`src/rtl/change_dispenser_pkg.sv`:
```
// change_pkg: shared coin encoding, denomination values, FSM states and widths.
package change_pkg;
    localparam int CHANGE_W = 7;
    typedef enum logic [1:0] {COIN_1, COIN_5, COIN_10, COIN_50} coin_t;
    typedef enum logic [1:0] {IDLE, SELECT, DISPENSE, DONE} state_t;
    localparam logic [5:0] COIN_VALUE [4] = '{6'd1, 6'd5, 6'd10, 6'd50};
endpackage

```
`src/rtl/change_dispenser_if.sv`:
```
// change_dispenser_if: request, refill, hopper handshake and status signals of the dispenser.
interface change_dispenser_if import change_pkg::*; #(parameter int STOCK_W = 6);
    logic                changeValid;
    logic [CHANGE_W-1:0] changeAmount;
    logic                refill;
    logic [1:0]          refillCoin;
    logic [STOCK_W-1:0]  refillCount;
    logic                coinAck;
    logic                coinValid;
    logic [1:0]          coinType;
    logic [5:0]          coinValue;
    logic                busy;
    logic [CHANGE_W-1:0] remaining;
    logic                done;
    logic                fault;
    logic [3:0]          emptyMask;
    modport master (
        output changeValid, changeAmount, refill, refillCoin, refillCount, coinAck,
        input  coinValid, coinType, coinValue, busy, remaining, done, fault, emptyMask
    );
    modport slave (
        input  changeValid, changeAmount, refill, refillCoin, refillCount, coinAck,
        output coinValid, coinType, coinValue, busy, remaining, done, fault, emptyMask
    );
endinterface

```
`src/rtl/change_dispenser_coin_select.sv`:
```
// coin_select: greedy pick of the largest in-stock denomination not exceeding the amount left.
module coin_select import change_pkg::*; (
    input  logic [CHANGE_W-1:0] remaining,
    input  logic [3:0]          avail,
    output logic                found,
    output coin_t               coinType
);
    logic [3:0] ok;
    always_comb begin
        for (int i = 0; i < 4; i++) ok[i] = avail[i] && ({1'b0, COIN_VALUE[i]} <= remaining);
        found = |ok;
        coinType = ok[3] ? COIN_50 : ok[2] ? COIN_10 : ok[1] ? COIN_5 : COIN_1;
    end
endmodule

```
`src/rtl/change_dispenser.sv`:
```
// change_dispenser: pays out change one coin at a time from a per-denomination inventory,
// flagging a fault with the shortfall left in remaining when exact change is impossible.
module change_dispenser import change_pkg::*; #(
    parameter int INIT_STOCK = 10,
    parameter int STOCK_W    = 6
) (
    input logic clk,
    input logic reset,
    change_dispenser_if.slave bus
);
    state_t              state, state_n;
    coin_t               sel_n, pick;
    logic                found;
    logic [CHANGE_W-1:0] rem_n;
    logic [STOCK_W-1:0]  stock [4];
    logic [STOCK_W-1:0]  stock_n [4];
    logic [STOCK_W:0]    sum;
    // emptyMask mirrors stock==0, so its complement is the in-stock flag set
    coin_select u_select (
        .remaining(bus.remaining),
        .avail(~bus.emptyMask),
        .found(found),
        .coinType(pick)
    );
    always_comb begin
        state_n = state;
        rem_n = bus.remaining;
        sel_n = coin_t'(bus.coinType);
        stock_n = stock;
        sum = {1'b0, stock[bus.refillCoin]} + {1'b0, bus.refillCount};
        case (state)
            IDLE:
                if (bus.changeValid) begin
                    state_n = SELECT;
                    rem_n = bus.changeAmount;
                end else if (bus.refill) begin
                    stock_n[bus.refillCoin] = sum[STOCK_W] ? '1 : sum[STOCK_W-1:0];
                end
            SELECT: begin
                state_n = found ? DISPENSE : DONE;
                sel_n = found ? pick : sel_n;
            end
            DISPENSE:
                if (bus.coinAck && bus.coinValid) begin
                    state_n = SELECT;
                    rem_n = bus.remaining - {1'b0, COIN_VALUE[bus.coinType]};
                    stock_n[bus.coinType] = stock[bus.coinType] - 1'b1;
                end
            DONE: state_n = IDLE;
        endcase
    end
    always_ff @(posedge clk) begin
        if (reset) begin
            state <= IDLE;
            bus.remaining <= '0;
            bus.coinType <= COIN_1;
            bus.coinValue <= COIN_VALUE[COIN_1];
            bus.coinValid <= 1'b0;
            bus.done <= 1'b0;
            bus.fault <= 1'b0;
            bus.busy <= 1'b0;
            bus.emptyMask <= (INIT_STOCK == 0) ? 4'b1111 : 4'b0000;
            for (int i = 0; i < 4; i++) stock[i] <= STOCK_W'(INIT_STOCK);
        end else begin
            state <= state_n;
            bus.remaining <= rem_n;
            bus.coinType <= sel_n;
            bus.coinValue <= COIN_VALUE[sel_n];
            bus.coinValid <= state_n == DISPENSE;
            bus.done <= state_n == DONE;
            bus.fault <= (state_n == DONE) && (rem_n != '0);
            bus.busy <= state_n != IDLE;
            for (int i = 0; i < 4; i++) begin
                stock[i] <= stock_n[i];
                bus.emptyMask[i] <= stock_n[i] == '0;
            end
        end
    end
endmodule

```
`src/flat_wrapper.sv`:
```
// flat-port wrapper written by rule: the top's interface ports become plain ports
module change_dispenser_flat import change_pkg::*;
#(
    parameter int INIT_STOCK = 10,
    parameter int STOCK_W    = 6
)
  (clk, reset, bus_changeValid, bus_changeAmount, bus_refill, bus_refillCoin, bus_refillCount, bus_coinAck, bus_coinValid, bus_coinType, bus_coinValue, bus_busy, bus_remaining, bus_done, bus_fault, bus_emptyMask);
  change_dispenser_if #(.STOCK_W(STOCK_W)) bus_i ();
  input logic clk;
  input logic reset;
  input wire logic [$bits(bus_i.changeValid)-1:0] bus_changeValid;
  input wire logic [$bits(bus_i.changeAmount)-1:0] bus_changeAmount;
  input wire logic [$bits(bus_i.refill)-1:0] bus_refill;
  input wire logic [$bits(bus_i.refillCoin)-1:0] bus_refillCoin;
  input wire logic [$bits(bus_i.refillCount)-1:0] bus_refillCount;
  input wire logic [$bits(bus_i.coinAck)-1:0] bus_coinAck;
  output wire logic [$bits(bus_i.coinValid)-1:0] bus_coinValid;
  output wire logic [$bits(bus_i.coinType)-1:0] bus_coinType;
  output wire logic [$bits(bus_i.coinValue)-1:0] bus_coinValue;
  output wire logic [$bits(bus_i.busy)-1:0] bus_busy;
  output wire logic [$bits(bus_i.remaining)-1:0] bus_remaining;
  output wire logic [$bits(bus_i.done)-1:0] bus_done;
  output wire logic [$bits(bus_i.fault)-1:0] bus_fault;
  output wire logic [$bits(bus_i.emptyMask)-1:0] bus_emptyMask;
  assign bus_i.changeValid = bus_changeValid;
  assign bus_i.changeAmount = bus_changeAmount;
  assign bus_i.refill = bus_refill;
  assign bus_i.refillCoin = bus_refillCoin;
  assign bus_i.refillCount = bus_refillCount;
  assign bus_i.coinAck = bus_coinAck;
  assign bus_coinValid = bus_i.coinValid;
  assign bus_coinType = bus_i.coinType;
  assign bus_coinValue = bus_i.coinValue;
  assign bus_busy = bus_i.busy;
  assign bus_remaining = bus_i.remaining;
  assign bus_done = bus_i.done;
  assign bus_fault = bus_i.fault;
  assign bus_emptyMask = bus_i.emptyMask;
  change_dispenser #(.INIT_STOCK(INIT_STOCK), .STOCK_W(STOCK_W)) u_core (.clk(clk), .reset(reset), .bus(bus_i));
endmodule
```
`config.mk`:
```
export PLATFORM = sky130hd
export DESIGN_NAME = change_dispenser_flat
export DESIGN_NICKNAME = d
export VERILOG_FILES = /design/src/rtl/change_dispenser_pkg.sv /design/src/rtl/change_dispenser_if.sv /design/src/rtl/change_dispenser_coin_select.sv /design/src/rtl/change_dispenser.sv /design/src/flat_wrapper.sv
export SDC_FILE = /design/constraint.sdc
export NUM_CORES = 1
export LEC_CHECK = 0
export CORE_ASPECT_RATIO = 1.75
export CORE_MARGIN = 5
export CORE_UTILIZATION = 40
export DETAILED_ROUTE_END_ITERATION = 8
export GPL_TIMING_DRIVEN = 0
export MAX_ROUTING_LAYER = met4
export PLACE_DENSITY_LB_ADDON = 0.08
export SLEW_MARGIN = 20
export SYNTH_ARGS = -nofsm -noshare
export SYNTH_HDL_FRONTEND = slang
export SYNTH_SLANG_ARGS = --single-unit
```
`constraint.sdc`:
```
create_clock -name clk -period 2.95 [get_ports clk]
set_input_delay 0.295 -clock clk [delete_from_list [all_inputs] [get_ports clk]]
set_output_delay 0.295 -clock clk [all_outputs]
set_load 0.1 [all_outputs]
```
Yosys cells after proc, flatten, opt, wreduce, memory -nomap -nowiden
Index checks and enable logic that the tools add are counted.

Bitwise gates (word level): 4. Shifts and indexed selects: 0. Reduce and logical (&&, ||, !) cells: 16. Multiply operators: 0. Div/mod/pow operators: 0. Equality and inequality tests: 5. Add/sub/neg operators: 3. Order comparisons: 9. Mux-type cells: 35.

Operator list (count): 2-to-1 mux 24 bit (3); 2-to-1 mux 6 bit (11); binary-select mux 6 bit (select 2 bit) (4); bitwise mux 24 bit (2); one-hot mux 24 bit (2 select lines) (1); demux 6 bit (select 2 bit) (2); zero test 6 bit (4); 2-to-1 mux 7 bit (2); one-hot mux 7 bit (2 select lines) (1); 2-to-1 mux 2 bit (6); >= comparator 3 bit, second input constant (3); inverter 2 -> 3 bit (3); == test 2 bit, second input constant (4); logical AND 1 bit (8); one-hot mux 2 bit (4 select lines) (1); adder 6 x 6 -> 7 bit (1); <= comparator 1 x 7 -> 1 bit, first input constant (1); <= comparator 3 x 7 -> 1 bit, first input constant (1); <= comparator 4 x 7 -> 1 bit, first input constant (1); <= comparator 6 x 7 -> 1 bit, first input constant (1); nonzero test 7 bit (1); subtractor 7 x 6 -> 7 bit (1); < comparator 3 x 1 -> 1 bit, second input constant (2); subtractor 6 x 1 -> 6 bit, second input constant (1); other kinds (6) (7).

ROM bits: 0. Output and inout bits: 23. Register bits after elaboration: 49. Latch bits: 0. Word-level logic and storage cells: 85. RAM bits: 0. Memories kept: 0.

Logic depth before layout (Yosys ltp)
Gate-level depths: netlist (run 1).

Depth in word-level cells: 11. Mapped depth: 12. Depth with buffers taken out: 10.

Cells and area by module
From an unflattened synthesis (run 1), not the netlist that was laid out.

Cells, all modules: 385. Area, all modules: 3328.2 µm².

By module, submodules not included: change_dispenser (instances 1, cells each 363, seq. area each 940.9 µm², area each 3179.3 µm²); coin_select (instances 1, cells each 22, seq. area each 0.0 µm², area each 148.9 µm²).

Worst setup path before layout (run 1)
No wires, ideal clock.

Path kind: reg-to-reg. From: reg u_core.bus.coinType[0]. To: reg u_core.bus.emptyMask[2]. Data required time: 2.834 ns. Path buffers: 2. Cell stages (with the launch flop): 11. Library setup time: 0.116 ns. Arrival time: 3.118 ns. Path slack: -0.285 ns. Cells stage by stage: dfxtp_1 > buf_6 > mux4_2 > inv_1 > ha_1 > clkbuf_1 > inv_1 > or4_1 > o211ai_1 > nor4_1 > and4_1.

Cells in the longest elaborated chain, start to end: 9. Elaborated cells between the ends (all ways): 14. Those cells by class: 1 x add/sub; 2 x order compare; 8 x mux; 1 x bitwise; 2 x reduce/logical.

RTL lines: from (decl) (line change_dispenser_if.sv:23) `output coinValid, coinType, coinValue, busy, remaining, done, fault, emptyMask`; from (signal assigned) (line change_dispenser.sv:67) `bus.coinType <= sel_n;`; inverter 2 -> 3 bit (not written as such) (*) (line change_dispenser.sv:47) `stock_n[bus.coinType] = stock[bus.coinType] - 1'b1;`; binary-select mux 6 bit (select 2 bit), or another cell as far along (line change_dispenser.sv:47); 2-to-1 mux 6 bit (not written as such) or logical AND 1 bit (tied branches) (line change_dispenser.sv:47); 2-to-1 mux 6 bit (not written as such) (line change_dispenser.sv:47); subtractor 6 x 1 -> 6 bit or demux 6 bit (select 2 bit) (tied branches) (line change_dispenser.sv:47); bitwise mux 24 bit (*) (line change_dispenser.sv:47); 2-to-1 mux 24 bit (*) (line change_dispenser.sv:44) `if (bus.coinAck && bus.coinValid) begin`; one-hot mux 24 bit (2 select lines) (*) (line change_dispenser.sv:31) `case (state)`; zero test 6 bit (*) (line change_dispenser.sv:75) `bus.emptyMask[i] <= stock_n[i] == '0;`; to (signal assigned) (line change_dispenser.sv:62) `bus.emptyMask <= (INIT_STOCK == 0) ? 4'b1111 : 4'b0000;`; to (decl) (line change_dispenser_if.sv:23).

Mark *: on every way between the ends. The rest lies on a longest branch, timed or not. The select of a mux whose other input is x is not followed. A chain may end at the register's enable or synchronous reset.

Final worst setup path (run 1)
From: reg u_core.stock[20] (netlist bit). To: reg u_core.bus.emptyMask[2].

Cells in the longest elaborated chain, start to end: 10. Elaborated cells between the ends (all ways): 16. Those cells by class: 2 x add/sub; 13 x mux; 1 x reduce/logical.

RTL lines: from (decl) (line change_dispenser.sv:15) `logic [STOCK_W-1:0] stock [4];`; from (signal, indexed assignment) (line change_dispenser.sv:74) `stock[i] <= stock_n[i];`; binary-select mux 6 bit (select 2 bit) (line change_dispenser.sv:30) `sum = {1'b0, stock[bus.refillCoin]} + {1'b0, bus.refillCount};`; 2-to-1 mux 6 bit (not written as such) (2 in series) (line change_dispenser.sv:30); adder 6 x 6 -> 7 bit (line change_dispenser.sv:30); 2-to-1 mux 6 bit (line change_dispenser.sv:37) `stock_n[bus.refillCoin] = sum[STOCK_W] ? '1 : sum[STOCK_W-1:0];`; bitwise mux 24 bit (line change_dispenser.sv:37); 2-to-1 mux 24 bit (line change_dispenser.sv:36) `end else if (bus.refill) begin`; 2-to-1 mux 24 bit (line change_dispenser.sv:33) `if (bus.changeValid) begin`; one-hot mux 24 bit (2 select lines) (*) (line change_dispenser.sv:31); zero test 6 bit (*) (line change_dispenser.sv:75).

Marked as above.

==> results of run 1 <==
[synthesized netlist by cell type (7+ instances only)]
cell | count | area share, %
a21oi_1 | 31 | 4.3
nor4_1 | 7 | 1.2
buf_2 | 8 | 1.1
dfxtp_1 | 47 | 26
nor3_1 | 20 | 2.8
nor2b_1 | 12 | 2.1
nand2_1 | 23 | 2.4
ha_1 | 13 | 4.5
and2_1 | 11 | 1.9
nor2_1 | 47 | 4.9
mux4_2 | 11 | 6.8
o211ai_1 | 10 | 2.1
a211oi_1 | 9 | 1.9
o21ai_0 | 22 | 3.0
nand2b_1 | 11 | 1.9
clkbuf_1 | 16 | 1.7
inv_1 | 18 | 1.9
a21o_1 | 7 | 1.4
a221oi_1 | 8 | 1.9
[worst paths after layout]
path | startpoint | end | slack [ns] | cells past startpoint
max | u_core.stock[20] | u_core.bus.emptyMask[2] | 0.05 | 8
min | u_core.stock[19] | u_core.stock[19] | 0.59 | 2
min reg2reg | u_core.stock[19] | u_core.stock[19] | 0.59 | 2
max reg2reg | u_core.stock[20] | u_core.bus.emptyMask[2] | 0.05 | 8
[repair_timing]
item / 4_1_cts / 5_1_grt
endpoints found under the setup margin: 27 / 7
gates cloned: 1 / 0
hold endpoints to repair: 0 / 0
buffers inserted: 12 / 5
resized for setup: 52 / 24
pin swaps: 18 / 13
[layer usage]
| layer | vias to the layer above | track usage (%) | part of all wire [%] |
|---|---|---|---|
| met2 | 189 | 49.8 | 53 |
| li1 | 1816 | - | - |
| met5 | - | - | 0 |
| met3 | 67 | 3.71 | 5.1 |
| met4 | 0 | 19.7 | 8.0 |
| met1 | 1879 | 27.6 | 34 |
[final cells by class]
cell class	count	area, sq um	area share, %
multi-input cells	350	2790	57.3
flip-flops and latches	47	945	19.4
repair buffers	60	557	11.5
plain buffers	28	176	3.63
well taps	120	150	3.09
clock buffers	5	125	2.58
inverters	18	71.3	1.47
clock inverters	3	47.5	0.979
[power breakdown]
group / internal (mW) / switching, mW / leakage [nW]
sequential: 0.687 / 0.0738 / 0.385
combinational: 0.427 / 0.698 / 1.27
clock: 0.405 / 0.273 / 0.0844
total: 1.52 / 1.04 / 1.74
[worst max-delay path: cells and delay by family, from the launching register on]
| family | cells | cell delay (ns) |
|---|---|---|
| AO/OA/AOI/OAI | 3 | 0.63 |
| adder cells (fa/ha/maj) | 1 | 0.35 |
| flip-flops | 1 | 0.39 |
| multiplexers | 1 | 0.53 |
| AND/OR/NAND/NOR | 3 | 0.93 |
[through the flow]
stage / TNS, ns / worst slack (ns)
global route: -0.00948 / -0.00948
floorplan: 0 / 0.0525
detailed placement: -19.48 / -1.48
CTS: 0 / 0.00713
finish: 0 / 0.0542
global placement: -19.29 / -1.50
[kinds of logic after synthesis]
logic type / share of synthesized area [%]
compound gates: 25.6
xor+xnor: 1.45
fa+ha+maj: 5.58
buf+inv: 5.54
flops: 25.9
mux: 8.95
simple gates: 27.0
[flip-flops by register name (all words and copies together), names as in the netlist]
signal                flops
u_core.bus.busy           1
u_core.bus.done           1
u_core.bus.emptyMask      4
u_core.bus.coinValid      1
u_core.bus.fault          1
u_core.bus.remaining      7
u_core.bus.coinType       1
u_core.stock             24
u_core.state              2
u_core.bus.coinValue      5
==> results.json, run 1 <==
{
  "final_cell_mix": "nor2_1 (47), dfxtp_1 (44), clkdlybuf4s50_1 (40), a21oi_1 (29), nand2_1 (21)",
  "synthFlopType": "dfxtp_1",
  "final_design_area_no_fill_sq_mm": 0.00486,
  "io_pins": 43,
  "timing.final.crit_period_ns": 2.90,
  "hold_buffers": 0,
  "ctsLongestPathBuffers": 2,
  "syn_inst": 444,
  "h-tree-depth": 2,
  "grt_use_total_pct": 28.3,
  "first_iter_violations": 250,
  "layout_commonest_cell": "nor2_1",
  "drive_above_1_share_pct": 19.2,
  "numCtsBuffers": 5,
  "diodes": 0,
  "leakagePower_nw": 1.74,
  "relSlewSlack_pct": 34.9,
  "ant_nets": 0,
  "ys_ff_latch": 47,
  "dp.cells": 606,
  "async_flop_share_pct": 0,
  "grt_pass1_vias": 3970,
  "synth_cell_types": 71,
  "finalHoldViolations": 0,
  "start_kind": "flop",
  "syn-num-nets": 479,
  "power_mw": 2.56,
  "hpwl_um": 11100,
  "clk_pin_slew_ns": 0.07,
  "wire_per_inst_um": 23.0,
  "dieArea_sq_mm": 0.0112,
  "worstPathArrival_ns": 3.13,
  "status": "complete, no violations",
  "initial_core_util_pct": 40.5,
  "setup_viol_count_final": 0,
  "fillCellCount": 913,
  "worst-path-max-fanout": 7,
  "fin_cells": 631,
  "worst-endpoint-required_ns": 3.19,
  "clock_sinks": 47,
  "syn_area_per_cell_sq_um": 8.19,
  "syn_to_final_growth_pct": 33.6,
  "rows": 46,
  "first_pass_iters": 6,
  "maxSlewViolCount": 0,
  "fin_crit_sh_pct": 98.2,
  "hold_class": "flop to flop",
  "die_h_um": 136,
  "vias_per_cell": 6.26,
  "ys_warn_count": 0,
  "grt_pass1_wl_um": 22300,
  "die_x_um": 82.1,
  "synth_area_sq_mm": 0.00363,
  "cp-end-kind": "flop",
  "crit_path_top_delay_cell": "mux4_2",
  "grt_max_degree": 17,
  "vdd_drop_max_mv": 0.300,
  "place_congestion": 0.883,
  "slowest_delay_ns": 0.53,
  "dr_total_vias": 3951,
  "drc": 0,
  "cts_tree": "yes",
  "timing.fmax_mhz": 345,
  "critical_path_class": "flop to flop",
  "cts-root-buf": "clkbuf_16",
  "worstMarginPinSlew_ns": 0.973,
  "finClkSkew_ns": 0.00248,
  "grt_overflow": 0,
  "fin_hold_ws_ns": 0.586,
  "post_dp_cell_area_sq_mm": 0.00421,
  "antenna_found_initial": 0,
  "fin_nets": 545,
  "fin_util_pct": 54.1,
  "p_per_area_mw_per_mm2": 528,
  "routed_wl_um": 14500,
  "clkLatencyLatePin_ns": 0.30,
  "io_buffers": 42,
  "core_sq_mm": 0.00898,
  "synth-edff-count": 0,
  "crit_path_cell_trace": "mux4_2 -> ha_4 -> o21ai_1 -> or2_1 -> a211oi_4 -> o221ai_4 -> nor4_4 -> and4_1",
  "synth-seq-area-share_pct": 25.9,
  "cap_viol_max_count": 0
}
(Power assumes the default switching activity.)
==> inputs of run 2 (changes only) <==
Settings changed: CELL_PAD_IN_SITES_DETAIL_PLACEMENT from default to 0, CELL_PAD_IN_SITES_GLOBAL_PLACEMENT from default to 1, DONT_BUFFER_PORTS from default to 1.
==> run 2 against run 1 <==
Effect of this change: clock skew increased by 0.0044 ns; routed wire length decreased by 2.6%; sequential power increased by 22%; global-route usage decreased by 1.2 points; core utilization decreased by 6.6 points; critical path depth increased by 3.
==> results.json, run 2 (same netlist as run 1, synthesis figures left out) <==
{
  "status": "complete, no violations",
  "dp.cells": 564,
  "io_buffers": 0,
  "reg2reg_from": "u_core.stock[6]",
  "grt_max_degree": 17,
  "timing.fmax_mhz": 344,
  "first_iter_violations": 199,
  "drive_above_1_share_pct": 20.2,
  "io_pins": 43,
  "slowest_delay_ns": 0.51,
  "routed_wl_um": 14200,
  "h-tree-depth": 2,
  "fin_util_pct": 47.5,
  "rows": 46,
  "cts-root-buf": "clkbuf_16",
  "largest_reg_flops": 24,
  "cts_tree": "yes",
  "grt_pass1_vias": 3722,
  "hold_class": "primary input to flop",
  "layout_commonest_cell": "nor2_1",
  "hold_end": "u_core.stock[19]",
  "fin_nets": 489,
  "hpwl_um": 10900,
  "top_regs": "u_core.stock: 24 flops, u_core.bus.remaining: 7 flops, u_core.bus.coinValue: 5 flops",
  "diodes": 0,
  "post_dp_cell_area_sq_mm": 0.00379,
  "timing.final.crit_period_ns": 2.91,
  "worst-endpoint-required_ns": 3.19,
  "final_cell_mix": "nor2_1 (47), dfxtp_1 (37), a21oi_1 (30), nand2_1 (22)",
  "cp-end-kind": "flop",
  "antenna_found_initial": 0,
  "ctsLongestPathBuffers": 2,
  "min_from": "reset",
  "cap_viol_max_count": 0,
  "dr_total_vias": 3730,
  "setup_viol_count_final": 0,
  "p_per_area_mw_per_mm2": 574,
  "dieArea_sq_mm": 0.0112,
  "place_congestion": 0.932,
  "critical_path_class": "flop to flop",
  "relSlewSlack_pct": 23.4,
  "grt_overflow": 0,
  "maxSlewViolCount": 0,
  "r2r-end": "u_core.bus.emptyMask[1]",
  "worstPathArrival_ns": 3.15,
  "final_design_area_no_fill_sq_mm": 0.00426,
  "leakagePower_nw": 1.51,
  "grt_use_total_pct": 27.0,
  "wire_per_inst_um": 24.6,
  "clk_pin_slew_ns": 0.07,
  "ant_nets": 0,
  "hold_buffers": 0,
  "reg2regPathDepth": 11,
  "syn_to_final_growth_pct": 17.2,
  "power_mw": 2.45,
  "crit_path_cell_trace": "mux4_2 -> ha_4 -> inv_1 -> fa_2 -> nand2b_4 -> a21oi_4 -> buf_6 -> nor4_1 -> o21ai_1 -> a2111oi_1 -> and4_1",
  "top_register": "u_core.stock",
  "fin_cells": 575,
  "grt_pass1_wl_um": 21300,
  "r2r_slack_ns": 0.04,
  "fin_hold_ws_ns": 0.118,
  "clkLatencyLatePin_ns": 0.30,
  "worstMarginPinSlew_ns": 1.15,
  "first_pass_iters": 4,
  "finalHoldViolations": 0,
  "finClkSkew_ns": 0.00686,
  "vdd_drop_max_mv": 0.270,
  "fin_crit_sh_pct": 98.6,
  "vias_per_cell": 6.49,
  "whs_path_depth": 2,
  "clock_sinks": 47,
  "drc": 0,
  "crit_path_top_delay_cell": "mux4_2",
  "die_h_um": 136,
  "cpLargestDelayFamily": "simple AND/OR/NAND/NOR gates",
  "core_sq_mm": 0.00898,
  "die_x_um": 82.1,
  "start_kind": "flop",
  "worst-path-max-fanout": 6,
  "initial_core_util_pct": 40.5,
  "numCtsBuffers": 5,
  "cp_num_buf_inv": 2
}
## run 2: changes by cell type in the layout (fill, tap and decap cells not counted), sizes merged
cell and change:
clkdlybuf4s50 -40, buf -11, dlygate4sd2 -1, clkbuf -4
## run 2: per-stage QoR
stage	setup slack [ns]	TNS [ns]
3_3_place_gp	-1.08	-8.29
5_1_grt	-0.0127	-0.0127
2_1_floorplan	0.0525	0
4_1_cts	0.0245	0
6_report	0.0409	0
3_5_place_dp	-1.03	-7.69
## run 2: where the power goes
part           switching [mW]  internal (mW)
clock network           0.283          0.405
registers               0.243          0.688
logic                   0.497          0.331
## run 2: how the worst max path moves through the flow
stage                           start                 endpoint  slack, ns  cells after the start
3_5_place_dp        bus_refillCoin[0]  u_core.bus.emptyMask[2]      -1.03                     10
2_1_floorplan  u_core.bus.coinType[0]  u_core.bus.emptyMask[2]       0.05                     10
3_3_place_gp        bus_refillCoin[0]  u_core.bus.emptyMask[2]      -1.08                     10
4_1_cts               u_core.stock[1]  u_core.bus.emptyMask[2]       0.02                      9
6_report              u_core.stock[6]  u_core.bus.emptyMask[1]       0.04                     11
5_1_grt               u_core.stock[1]  u_core.bus.emptyMask[3]      -0.01                      9
## run 2: worst register-to-register path, delay by kind of cell, from the launching register on
kind            cells  cell delay (ns)
simple gates        3             0.70
buf+inv             2             0.22
fa+ha+maj           2             0.43
compound gates      3             0.62
flops               1             0.37
mux                 1             0.51
## run 2: routing by layer
metal  track usage, %  part of all wire, %  vias up
met5                -                    0        -
met4             20.0                  8.6        0
li1                 -                    -     1698
met2             46.9                   53      179
met3             3.38                  5.3       66
met1             26.6                   33     1787
## run 2: area by class of cell
class | count | area, sq um
clock inverters | 3 | 47.5
repair buffers | 5 | 35.0
well taps | 120 | 150
plain buffers | 27 | 161
clock buffers | 5 | 125
flip-flops and latches | 47 | 961
multi-input cells | 350 | 2710
fillers | 924 | 4720
inverters | 18 | 71.3
## run 2: what timing repair did
item / 4_1_cts / 5_1_grt
gates resized for setup: 36 / 31
pin swaps: 4 / 7
setup buffers: 4 / 0
endpoints found under the setup margin: 21 / 8
cloned: 0 / 1
